File: src/rtl/key_filter_57_pkg.sv
// Shared definitions for the key conditioner: counter width helper,
// polarity constants and the debounce FSM state type.
package key_filter_pkg_57;

  localparam bit POL_ACTIVE_LOW  = 1'b1;
  localparam bit POL_ACTIVE_HIGH = 1'b0;

  // Normalised level of a key that is not pressed.
  localparam logic RELEASED_LEVEL = 1'b0;

  typedef enum logic {
    ST_STABLE   = 1'b0,
    ST_CHANGING = 1'b1
  } deb_state_e;

  // Bits needed to hold 0..max; at least one bit so a zero maximum still
  // yields a legal vector.
  function automatic int CNT_W(input int max);
    int w;
    w = $clog2(max + 1);
    return (w < 1) ? 1 : w;
  endfunction

endpackage

File: src/rtl/key_filter_57_if.sv
// Key pins in, conditioned level and event pulses out, one bit per channel.
interface key_filter_57_if #(
  parameter int CHANNELS = 4
) ();

  logic [CHANNELS-1:0] key_in_57;
  logic [CHANNELS-1:0] key_level_57;
  logic [CHANNELS-1:0] key_press_57;
  logic [CHANNELS-1:0] key_release_57;
  logic [CHANNELS-1:0] key_long_57;

  modport master (
    output key_in_57,
    input  key_level_57,
    input  key_press_57,
    input  key_release_57,
    input  key_long_57
  );

  modport slave (
    input  key_in_57,
    output key_level_57,
    output key_press_57,
    output key_release_57,
    output key_long_57
  );

endinterface

File: src/rtl/key_filter_57_ch.sv
// One key channel: polarity normalise, 2-FF synchroniser, counter debounce,
// and hold/repeat counters driving registered press/release/long pulses.
module key_filter_ch_57
  import key_filter_pkg_57::*;
#(
  parameter int STABLE_CYCLES = 1_000_000,
  parameter int LONG_CYCLES   = 50_000_000,
  parameter int REPEAT_CYCLES = 10_000_000,
  parameter bit ACTIVE_LOW    = POL_ACTIVE_LOW
) (
  input  logic clk,
  input  logic rst,
  input  logic raw,
  output logic level,
  output logic press_pulse,
  output logic release_pulse,
  output logic long_pulse
);

  localparam int SW = CNT_W(STABLE_CYCLES);
  localparam int HW = CNT_W(LONG_CYCLES);
  localparam int RW = CNT_W(REPEAT_CYCLES);

  localparam logic [SW-1:0] STABLE_LAST = SW'(STABLE_CYCLES - 1);
  localparam logic [HW-1:0] LONG_V      = HW'(LONG_CYCLES);
  localparam logic [RW-1:0] REPEAT_LAST = RW'(REPEAT_CYCLES - 1);

  logic          sync1, sync2;
  deb_state_e    state, state_nxt;
  logic [SW-1:0] deb_cnt, deb_cnt_nxt;
  logic          level_nxt;
  logic [HW-1:0] hold, hold_nxt;
  logic [RW-1:0] rep, rep_nxt;
  logic          long_nxt;

  // NOTE: every register here uses <= so all of them sample the same
  // pre-edge values; a blocking assignment would leak sync1 into sync2
  // in one cycle and collapse the synchroniser.
  always_ff @(posedge clk or posedge rst) begin
    if (rst) begin
      sync1         <= RELEASED_LEVEL;
      sync2         <= RELEASED_LEVEL;
      state         <= ST_STABLE;
      deb_cnt       <= '0;
      level         <= RELEASED_LEVEL;
      hold          <= '0;
      rep           <= '0;
      press_pulse   <= 1'b0;
      release_pulse <= 1'b0;
      long_pulse    <= 1'b0;
    end else begin
      sync1         <= raw ^ ACTIVE_LOW;
      sync2         <= sync1;
      state         <= state_nxt;
      deb_cnt       <= deb_cnt_nxt;
      level         <= level_nxt;
      hold          <= hold_nxt;
      rep           <= rep_nxt;
      press_pulse   <= level_nxt & ~level;
      release_pulse <= ~level_nxt & level;
      long_pulse    <= long_nxt;
    end
  end

  // NOTE: each output of this block gets a default before the case, so
  // no path leaves a value unassigned and no latch is inferred.
  always_comb begin
    state_nxt   = state;
    deb_cnt_nxt = '0;
    level_nxt   = level;
    case (state)
      ST_STABLE: begin
        if (sync2 != level) begin
          if (STABLE_CYCLES == 1) begin
            level_nxt = ~level;
          end else begin
            state_nxt   = ST_CHANGING;
            deb_cnt_nxt = SW'(1);
          end
        end
      end
      ST_CHANGING: begin
        // A single bounce back to the accepted level restarts from zero.
        if (sync2 == level) begin
          state_nxt = ST_STABLE;
        end else if (deb_cnt == STABLE_LAST) begin
          level_nxt = ~level;
          state_nxt = ST_STABLE;
        end else begin
          deb_cnt_nxt = deb_cnt + SW'(1);
        end
      end
      default: state_nxt = ST_STABLE;
    endcase
  end

  // Hold saturates at LONG_CYCLES; the repeat counter only runs once the
  // first long pulse has fired, and a release (even this cycle) clears both.
  always_comb begin
    hold_nxt = hold;
    rep_nxt  = rep;
    long_nxt = 1'b0;
    if (!level || !level_nxt) begin
      hold_nxt = '0;
      rep_nxt  = '0;
    end else if (hold != LONG_V) begin
      hold_nxt = hold + HW'(1);
      long_nxt = (hold_nxt == LONG_V);
    end else if (REPEAT_CYCLES > 0) begin
      if (rep == REPEAT_LAST) begin
        rep_nxt  = '0;
        long_nxt = 1'b1;
      end else begin
        rep_nxt = rep + RW'(1);
      end
    end
  end

endmodule

File: src/rtl/key_filter_57.sv
// Multi-channel key conditioner: CHANNELS independent filter channels
// whose outputs are gathered onto the key bus.
module key_filter_57
  import key_filter_pkg_57::*;
#(
  parameter int CHANNELS      = 4,
  parameter int STABLE_CYCLES = 1_000_000,
  parameter int LONG_CYCLES   = 50_000_000,
  parameter int REPEAT_CYCLES = 10_000_000,
  parameter bit ACTIVE_LOW    = POL_ACTIVE_LOW
) (
  input logic           clk_50m_57,
  input logic           rst_57,
  key_filter_57_if.slave bus
);

  logic [CHANNELS-1:0] level_v;
  logic [CHANNELS-1:0] press_v;
  logic [CHANNELS-1:0] release_v;
  logic [CHANNELS-1:0] long_v;

  for (genvar i = 0; i < CHANNELS; i++) begin : g_ch
    key_filter_ch_57 #(
      .STABLE_CYCLES (STABLE_CYCLES),
      .LONG_CYCLES   (LONG_CYCLES),
      .REPEAT_CYCLES (REPEAT_CYCLES),
      .ACTIVE_LOW    (ACTIVE_LOW)
    ) u_ch (
      .clk           (clk_50m_57),
      .rst           (rst_57),
      .raw           (bus.key_in_57[i]),
      .level         (level_v[i]),
      .press_pulse   (press_v[i]),
      .release_pulse (release_v[i]),
      .long_pulse    (long_v[i])
    );
  end

  assign bus.key_level_57   = level_v;
  assign bus.key_press_57   = press_v;
  assign bus.key_release_57 = release_v;
  assign bus.key_long_57    = long_v;

endmodule

File: src/flat_wrapper.sv
// flat-port wrapper written by rule: the top's interface ports become plain ports
module key_filter_57_flat import key_filter_pkg_57::*;
#(
  parameter int CHANNELS      = 4,
  parameter int STABLE_CYCLES = 1_000_000,
  parameter int LONG_CYCLES   = 50_000_000,
  parameter int REPEAT_CYCLES = 10_000_000,
  parameter bit ACTIVE_LOW    = POL_ACTIVE_LOW
)
  (clk_50m_57, rst_57, bus_key_in_57, bus_key_level_57, bus_key_press_57, bus_key_release_57, bus_key_long_57);
  key_filter_57_if #(.CHANNELS(CHANNELS)) bus_i ();
  input logic clk_50m_57;
  input logic rst_57;
  input wire logic [$bits(bus_i.key_in_57)-1:0] bus_key_in_57;
  output wire logic [$bits(bus_i.key_level_57)-1:0] bus_key_level_57;
  output wire logic [$bits(bus_i.key_press_57)-1:0] bus_key_press_57;
  output wire logic [$bits(bus_i.key_release_57)-1:0] bus_key_release_57;
  output wire logic [$bits(bus_i.key_long_57)-1:0] bus_key_long_57;
  assign bus_i.key_in_57 = bus_key_in_57;
  assign bus_key_level_57 = bus_i.key_level_57;
  assign bus_key_press_57 = bus_i.key_press_57;
  assign bus_key_release_57 = bus_i.key_release_57;
  assign bus_key_long_57 = bus_i.key_long_57;
  key_filter_57 #(.CHANNELS(CHANNELS), .STABLE_CYCLES(STABLE_CYCLES), .LONG_CYCLES(LONG_CYCLES), .REPEAT_CYCLES(REPEAT_CYCLES), .ACTIVE_LOW(ACTIVE_LOW)) u_core (.clk_50m_57(clk_50m_57), .rst_57(rst_57), .bus(bus_i));
endmodule
File: config.mk
export PLATFORM = sky130hd
export DESIGN_NAME = key_filter_57_flat
export DESIGN_NICKNAME = d
export VERILOG_FILES = /design/src/rtl/key_filter_57_pkg.sv /design/src/rtl/key_filter_57_if.sv /design/src/rtl/key_filter_57_ch.sv /design/src/rtl/key_filter_57.sv /design/src/flat_wrapper.sv
export SDC_FILE = /design/constraint.sdc
export NUM_CORES = 1
export LEC_CHECK = 0
export ABC_AREA = 1
export BUFFER_PORTS_ARGS = -buffer_cell sky130_fd_sc_hd__buf_2
export CAP_MARGIN = 20
export CORE_UTILIZATION = 40
export DETAILED_ROUTE_END_ITERATION = 10
export PLACE_DENSITY = 0.58
export SLEW_MARGIN = 20
export SYNTH_ARGS = -nofsm -noshare
export SYNTH_HDL_FRONTEND = slang
export SYNTH_SLANG_ARGS = --single-unit
File: constraint.sdc
create_clock -name clk_50m_57 -period 10.2 [get_ports clk_50m_57]
set_input_delay 1.02 -clock clk_50m_57 [delete_from_list [all_inputs] [get_ports clk_50m_57]]
set_output_delay 1.02 -clock clk_50m_57 [all_outputs]
set_load 0.01 [all_outputs]
==> impl_metrics.yaml, run 1 <==
power_and_ir_drop:
  vdd_ir_drop_max_mv: 0.152
  leakage_nw: 8.81
  p_per_area_nw_per_um2: 136
worst_setup_path:
  worstSetupPathType: "input pin to asynchronous set/reset pin"
  path_max_fanout: 121
  cpMaxStageDelayCell: "buf_4"
  startpoint_type: "input pin"
  worst_path_largest_cell_delay_ns: 0.68
  worstPathArrival_ns: 3.20
  crit_path_cell_trace: "buf_2, inv_8, buf_6, buf_4"
  end_kind: "asynchronous set/reset pin"
  required_ns: 10.80
timing:
  slew_violations: 0
  timing.fmax_mhz: 384
  tightest_slew_ns: 0.911
  post-route-period-util_pct: 25.5
  skew_ns: 0.0163
  min_period_ns: 2.61
  max-slew-margin-rel_pct: 38.8
  rsz0062_at_grt: "no"
  setup_viol: 0
  finalHoldViolations: 0
  tns_ns: 0
  holdWs_ns: 0.346
yosys:
  synth_area_leaders: "dfrtp_1 41%, nand2_1 13%, nor2_1 7.0%, inv_1 6.7%, nand3_1 4.9%"
  syn_nets: 2588
  synth_common_cells: "645 x nand2_1, 351 x nor2_1, 336 x inv_1"
  yosysTopAreaCell: "dfrtp_1"
  yosysSeqAreaShare_pct: 41.2
  ys.flop_type: "dfrtp_1"
  synthCells: 2562
  yosysMostFrequentCell: "nand2_1"
  synth_cell_types: 49
  yosys.area.top_type_share_pct: 41.2
  synth-seq-cells: 308
  synth_edf_count: 0
  synth_warnings: 0
  async_flop_share_pct: 100
  syn-cell-area_um2: 18700
  syn-mean-instance-area_um2: 7.30
detailed_routing:
  vias_per_cell: 5.07
  wl_um: 43200
  drc: 0
  drtAntennaViolNets: 0
  drt_iter0_markers: 1080
  drt-pass1-iter-count: 6
  drt-wirelength-per-cell_um: 13.5
  vias: 16200
grt:
  grt_pass1_wl_um: 75300
  grt_max_degree: 122
  gr-usage-all-layers_pct: 18.9
  antenna_found_initial: 0
  grt_pass1_vias: 15700
  globalRoute.totalOverflow: 0
worst_hold_path:
  holdCritPathClass: "flip-flop to flip-flop"
clock_network:
  cts_tree: "built"
  holdBufCountCts: 0
  insertion_delay_ns: 0.55
  cts_setup_buffers: 0
  clock-sinks: 308
  htree_num_levels: 2
  cts_root_buf: "clkbuf_16"
  clock_path_buffers: 3
  path_clk_slew_ns: 0.06
  numCtsBuffers: 38
  postCtsResizedCells: 0
placed_design:
  dp_hpwl_um: 30700
  dpl_cell_area_um2: 19300
  place.gp.congestion: 0.917
  portBuffers: 21
layout:
  syn_to_final_growth_pct: 9.91
  antennaDiodeCount: 0
  fillers: 4576
  drive_gt1_share_pct: 8.63
  design_area_um2: 20500
  nets: 2605
  utilization_pct: 44.9
die:
  chipWidth_um: 218
  die_area_um2: 47600
  rows: 78
  coreArea_um2: 45800
  initial_core_util_pct: 40.8
  ios: 22
  fp.dieH_um: 218
run:
  maxCapViolations: 0
outcome:
  outcome: "complete, no violations"
[report_power, final]
part	leakage, nW	internal [mW]	switching, mW
combinational	3.92	0.0346	0.101
sequential	4.26	1.25	0.0277
clock	0.633	0.851	0.542
total	8.81	2.13	0.670
[kinds of logic after synthesis]
family                   count (synthesis)  share of synthesized area, %
AO/OA/AOI/OAI                          226                          6.99
XOR/XNOR                                96                          4.50
adder cells (fa/ha/maj)                 20                          1.34
buffers and inverters                  403                          8.90
flip-flops                             308                          41.2
AND/OR/NAND/NOR                       1509                          37.0
[routing by layer]
metal	vias up	global-route usage, %	share of wire [%]
met5	-	0	0
met4	0	5.66	2.0
met3	58	2.57	3.5
met2	263	31.3	46
met1	7625	25.5	48
li1	8299	-	-
[through the flow]
step           power [mW]  instances  worst slack (ns)
6_report             2.80       3206              7.59
5_1_grt              2.93       3206              7.16
2_1_floorplan        1.40       2562             0.664
3_3_place_gp         1.43       3139              6.58
3_5_place_dp         1.43       3139              6.54
4_1_cts              2.86       3206              7.14
[final timing paths]
check / from / end / slack [ns] / cells past startpoint
min reg2reg: u_core.g_ch[2].u_ch.sync1 / u_core.g_ch[2].u_ch.sync2 / 0.35 / 0
min: u_core.g_ch[2].u_ch.sync1 / u_core.g_ch[2].u_ch.sync2 / 0.35 / 0
max in group clk_50m_57: u_core.g_ch[2].u_ch.deb_cnt[0] / u_core.g_ch[2].u_ch.rep[22] / 7.60 / 10
max reg2reg: u_core.g_ch[2].u_ch.deb_cnt[0] / u_core.g_ch[2].u_ch.rep[22] / 7.60 / 10
min in group asynchronous: rst_57 / u_core.g_ch[1].u_ch.hold[0] / 0.65 / 2
max: rst_57 / u_core.g_ch[0].u_ch.rep[3] / 7.59 / 4
[sequential cells by signal, summed over array words and instances (netlist names)]
name / cells
u_core.g_ch.u_ch.deb_cnt: 80
u_core.g_ch.u_ch.hold: 104
u_core.g_ch.u_ch.level: 4
u_core.g_ch.u_ch.long_pulse: 4
u_core.g_ch.u_ch.press_pulse: 4
u_core.g_ch.u_ch.release_pulse: 4
u_core.g_ch.u_ch.rep: 96
u_core.g_ch.u_ch.state: 4
u_core.g_ch.u_ch.sync1: 4
u_core.g_ch.u_ch.sync2: 4
[critical path, delay by kind of cell]
family	cells	cell delay (ns)
buf+inv	4	2.00
[cell type report]
class	count	area, µm²	share of cell area [%]
multi-input combinational	1851	9320	45.4
tap	600	751	3.65
timing repair buffer	24	131	0.639
clock inverter	17	200	0.974
sequential	308	7710	37.5
clock buffer	50	1090	5.29
inverter	356	1350	6.55
[cells in the final DEF, fill, tap and decap left out, types with 13 or more instances in the layout]
| cell | n |
|---|---|
| clkbuf_16 | 39 |
| a21oi_1 | 65 |
| buf_2 | 21 |
| nand3_1 | 184 |
| nor2_4 | 16 |
| nor3_1 | 78 |
| nor2_1 | 351 |
| nand3_2 | 13 |
| ha_1 | 20 |
| nand4_1 | 97 |
| nor4_1 | 32 |
| nor2_2 | 34 |
| nand2_1 | 645 |
| inv_2 | 18 |
| o22ai_1 | 13 |
| inv_1 | 335 |
| nand2_2 | 17 |
| o21ai_1 | 14 |
| o21ai_0 | 85 |
| xnor2_1 | 14 |
| dfrtp_1 | 308 |
| xor2_1 | 82 |
Power figures use the tool's default switching activity.
==> run 2, diff against run 1 <==
Settings changed: ABC_AREA 1 to 0, PLACE_DENSITY 0.58 to 0.56.
Clock period 10.2 ns to 2.5 ns, I/O delays scaled along.
==> run 2 against run 1 <==
Total power increased to 3.8 times the previous value. Cell area increased by 2.5%. The flow now finishes with violations (setup timing). Combinational power increased by 30%. Cell count decreased by 17%. First-iteration DRC count decreased by 31%. Flip-flop and latch count unchanged. Global-route usage decreased by 0.60 points. Area after synthesis decreased by 8.4%. Critical path depth increased by 4. Count of clock-buffer cells in the layout decreased by 1.
==> impl_metrics.yaml, run 2 <==
outcome:
  outcome: "finished with violations"
  violations: "setup timing"
timing:
  setup_viol: 20
  tightest_slew_ns: 0.758
  tns_ns: -0.538
  rsz0062_at_grt: "yes"
  post-route-period-util_pct: 102
  setup_slack_ns: -0.0572
  timing.fmax_mhz: 391
  max-slew-margin-rel_pct: 49.4
  finalHoldViolations: 0
  min_period_ns: 2.56
  skew_ns: 0.0297
  slew_violations: 0
die:
  ios: 22
  rows: 75
  fp.dieH_um: 209
  coreArea_um2: 42000
  initial_core_util_pct: 40.7
  die_area_um2: 43600
  chipWidth_um: 209
power_and_ir_drop:
  seqPwrFrac_pct: 46.6
  swShare_pct: 22.0
  p_switching_mw: 2.37
  leakage_nw: 8.84
  p_int_mw: 8.41
  comb_power_share_pct: 1.6
  p_per_area_nw_per_um2: 512
  total_power_mw: 10.8
  vdd_ir_drop_max_mv: 0.428
  power_frac_clock_pct: 51.8
grt:
  grt_pass1_wl_um: 67200
  globalRoute.totalOverflow: 0
  grt_max_degree: 77
  antenna_found_initial: 0
  grt_pass1_vias: 13800
  gr-usage-all-layers_pct: 18.3
worst_hold_path:
  holdCritPathClass: "flip-flop to flip-flop"
  holdPathEnd: "u_core.g_ch[1].u_ch.sync2"
  holdPathStages: 0
  holdCritStartpoint: "u_core.g_ch[1].u_ch.sync1"
layout:
  layout.cells.non_filler: 2651
  layout_common_cells: "308 x dfrtp_1, 244 x nor2_1, 185 x buf_4"
  reg_top3: "u_core.g_ch.u_ch.hold (104), u_core.g_ch.u_ch.rep (96), u_core.g_ch.u_ch.deb_cnt (80)"
  nets: 2110
  syn_to_final_growth_pct: 22.9
  final_common_cell: "dfrtp_1"
  fillers: 3858
  drive_gt1_share_pct: 18.5
  largest_register_ff_count: 104
  antennaDiodeCount: 0
  regMostFlops: "u_core.g_ch.u_ch.hold"
  utilization_pct: 50.1
worst_setup_path:
  worstPathArrival_ns: 3.00
  startpoint_type: "flip-flop"
  crit_family: "simple AND/OR/NAND/NOR gates"
  worstSetupPathType: "flip-flop to flip-flop"
  worst_path_largest_cell_delay_ns: 0.57
  required_ns: 2.94
  rr_worst_depth: 8
  path_max_fanout: 6
  rrSetupSlack_ns: -0.06
  worst-path-buf-inv: 2
  rr_startpoint: "u_core.g_ch[0].u_ch.deb_cnt[12]"
  r2r_end: "u_core.g_ch[0].u_ch.rep[2]"
  end_kind: "flip-flop"
  crit_path_cell_trace: "or4_1, or4_4, o41ai_4, buf_4, or3_4, clkbuf_16, nor3b_2, a21o_1"
  cpMaxStageDelayCell: "or4_4"
  critPathLaunch: "u_core.g_ch[0].u_ch.deb_cnt[12]"
placed_design:
  dp_slack_ns: -0.198
  place.gp.congestion: 0.853
  portBuffers: 21
  dp_cells: 2550
  dp_hpwl_um: 26700
clock_network:
  path_clk_slew_ns: 0.06
  insertion_delay_ns: 0.56
  numCtsBuffers: 39
  cts_tree: "built"
  clock-sinks: 308
  cts_root_buf: "clkbuf_16"
  clock_path_buffers: 3
  htree_num_levels: 2
detailed_routing:
  drc: 0
  vias_per_cell: 5.37
  drtAntennaViolNets: 0
  drt-pass1-iter-count: 7
  drt_iter0_markers: 743
  vias: 14200
  wl_um: 39700
  drt-wirelength-per-cell_um: 15.0
yosys:
  synth_cell_types: 73
  synth_edf_count: 0
  synth_top_family_by_area: "simple AND/OR/NAND/NOR gates"
  synthSimpleGateAreaFrac_pct: 29.4
  syn-mean-instance-area_um2: 9.03
  yosysMostFrequentCell: "dfrtp_1"
  synthCells: 1896
  ys.flop_type: "dfrtp_1"
  synth_common_cells: "308 x dfrtp_1, 245 x nor2_1, 152 x nand2_1"
  synth_compound_area_share_pct: 9.55
  yosysSeqAreaShare_pct: 45.0
  syn_nets: 1922
  synth-seq-cells: 308
  syn-cell-area_um2: 17100
  yosys.area.top_type_share_pct: 45.0
  synthAdderAreaFrac_pct: 1.46
  synth.area.mux_share_pct: 0.855
  synthXorXnorAreaFrac_pct: 9.46
  synth_warnings: 0
  async_flop_share_pct: 100
  synth_area_leaders: "dfrtp_1 45%, nor2_1 5.4%, xor2_1 4.9%, xnor2_1 4.6%, nand2_1 3.3%"
  yosysTopAreaCell: "dfrtp_1"
run:
  maxCapViolations: 0
## run 2: cell count changes after synthesis, moves of 36 or more
| cell | before | now |
|---|---|---|
| or3_1 | 0 | 48 |
| and3_1 | 0 | 53 |
| inv_1 | 336 | 60 |
| nor3_1 | 78 | 42 |
| nand3_1 | 184 | 112 |
| xnor2_1 | 14 | 89 |
| nor2_1 | 351 | 245 |
| clkbuf_1 | 4 | 52 |
| nand2_1 | 645 | 152 |
## run 2: timing repair
item | in CTS | in global routing
cloned | 3 | 5
resized for setup | 22 | 90
hold buffers | 5 | 0
setup endpoints to repair | 69 | 81
hold endpoints to repair | 26 | 0
setup buffers | 3 | 18
pin swaps | 7 | 41
## run 2: worst max path at each step
| stage | slack (ns) | end | cells after the start |
|---|---|---|---|
| final | -0.06 | u_core.g_ch[0].u_ch.rep[2] | 8 |
| after global routing | -0.14 | u_core.g_ch[3].u_ch.rep[8] | 8 |
| after CTS | -0.06 | u_core.g_ch[3].u_ch.rep[8] | 8 |
| after detailed placement | -0.20 | u_core.g_ch[2].u_ch.rep[13] | 8 |
| after global placement | -0.16 | u_core.g_ch[2].u_ch.rep[5] | 8 |
| after floorplan | -1.85 | u_core.g_ch[0].u_ch.deb_cnt[0] | 1 |
## run 2: cell type report
type | instances | area [µm²] | share of cell area [%]
clock buffers | 49 | 1070 | 5.11
clock inverters | 20 | 199 | 0.945
inverters | 60 | 229 | 1.09
repair buffers | 246 | 2110 | 10.0
flip-flops and latches | 308 | 7710 | 36.6
well taps | 539 | 674 | 3.20
multi-input cells | 1429 | 9050 | 43.0
## run 2: power groups by stage
stage | sequential (mW) | clock (mW) | combinational, mW
finish | 5.03 | 5.58 | 0.176
global route | 5.03 | 5.97 | 0.208
CTS | 5.02 | 5.79 | 0.188
detailed placement | 5.11 | 0 | 0.182
global placement | 5.11 | 0 | 0.179
floorplan | 5.11 | 0 | 0.115
## run 2: worst reg2reg max path, delay by kind of cell (launching register included)
kind | cells | cell delay [ns]
flip-flops | 1 | 0.37
AO/OA/AOI/OAI | 2 | 0.37
buffers and inverters | 2 | 0.38
AND/OR/NAND/NOR | 4 | 1.33
## run 2: logic make-up after synthesis
kind of cell	after synthesis
and+or+nand+nor	945
adders and majority gates	20
DFF	308
xor gates and xnor gates	185
muxes	14
AOI/OAI and AO/OA	263
buffers and inverters	161
## run 2: per-layer routing
layer	vias up	routed length, µm	share of wire (%)	track usage [%]
li1	7096	-	-	-
met1	6884	19200	48	25.5
met2	206	18500	46	29.2
met3	51	1330	3.4	2.68
met4	0	738	1.9	5.78
met5	-	0	0	0
## run 2: through the flow
stage | instance area [µm²] | hold WS [ns]
final | 21100 | 0.347
after global placement | 19000 | 0.333
after floorplan | 17200 | 0.309
after global routing | 21100 | 0.350
after CTS | 20500 | 0.334
after detailed placement | 19000 | 0.336
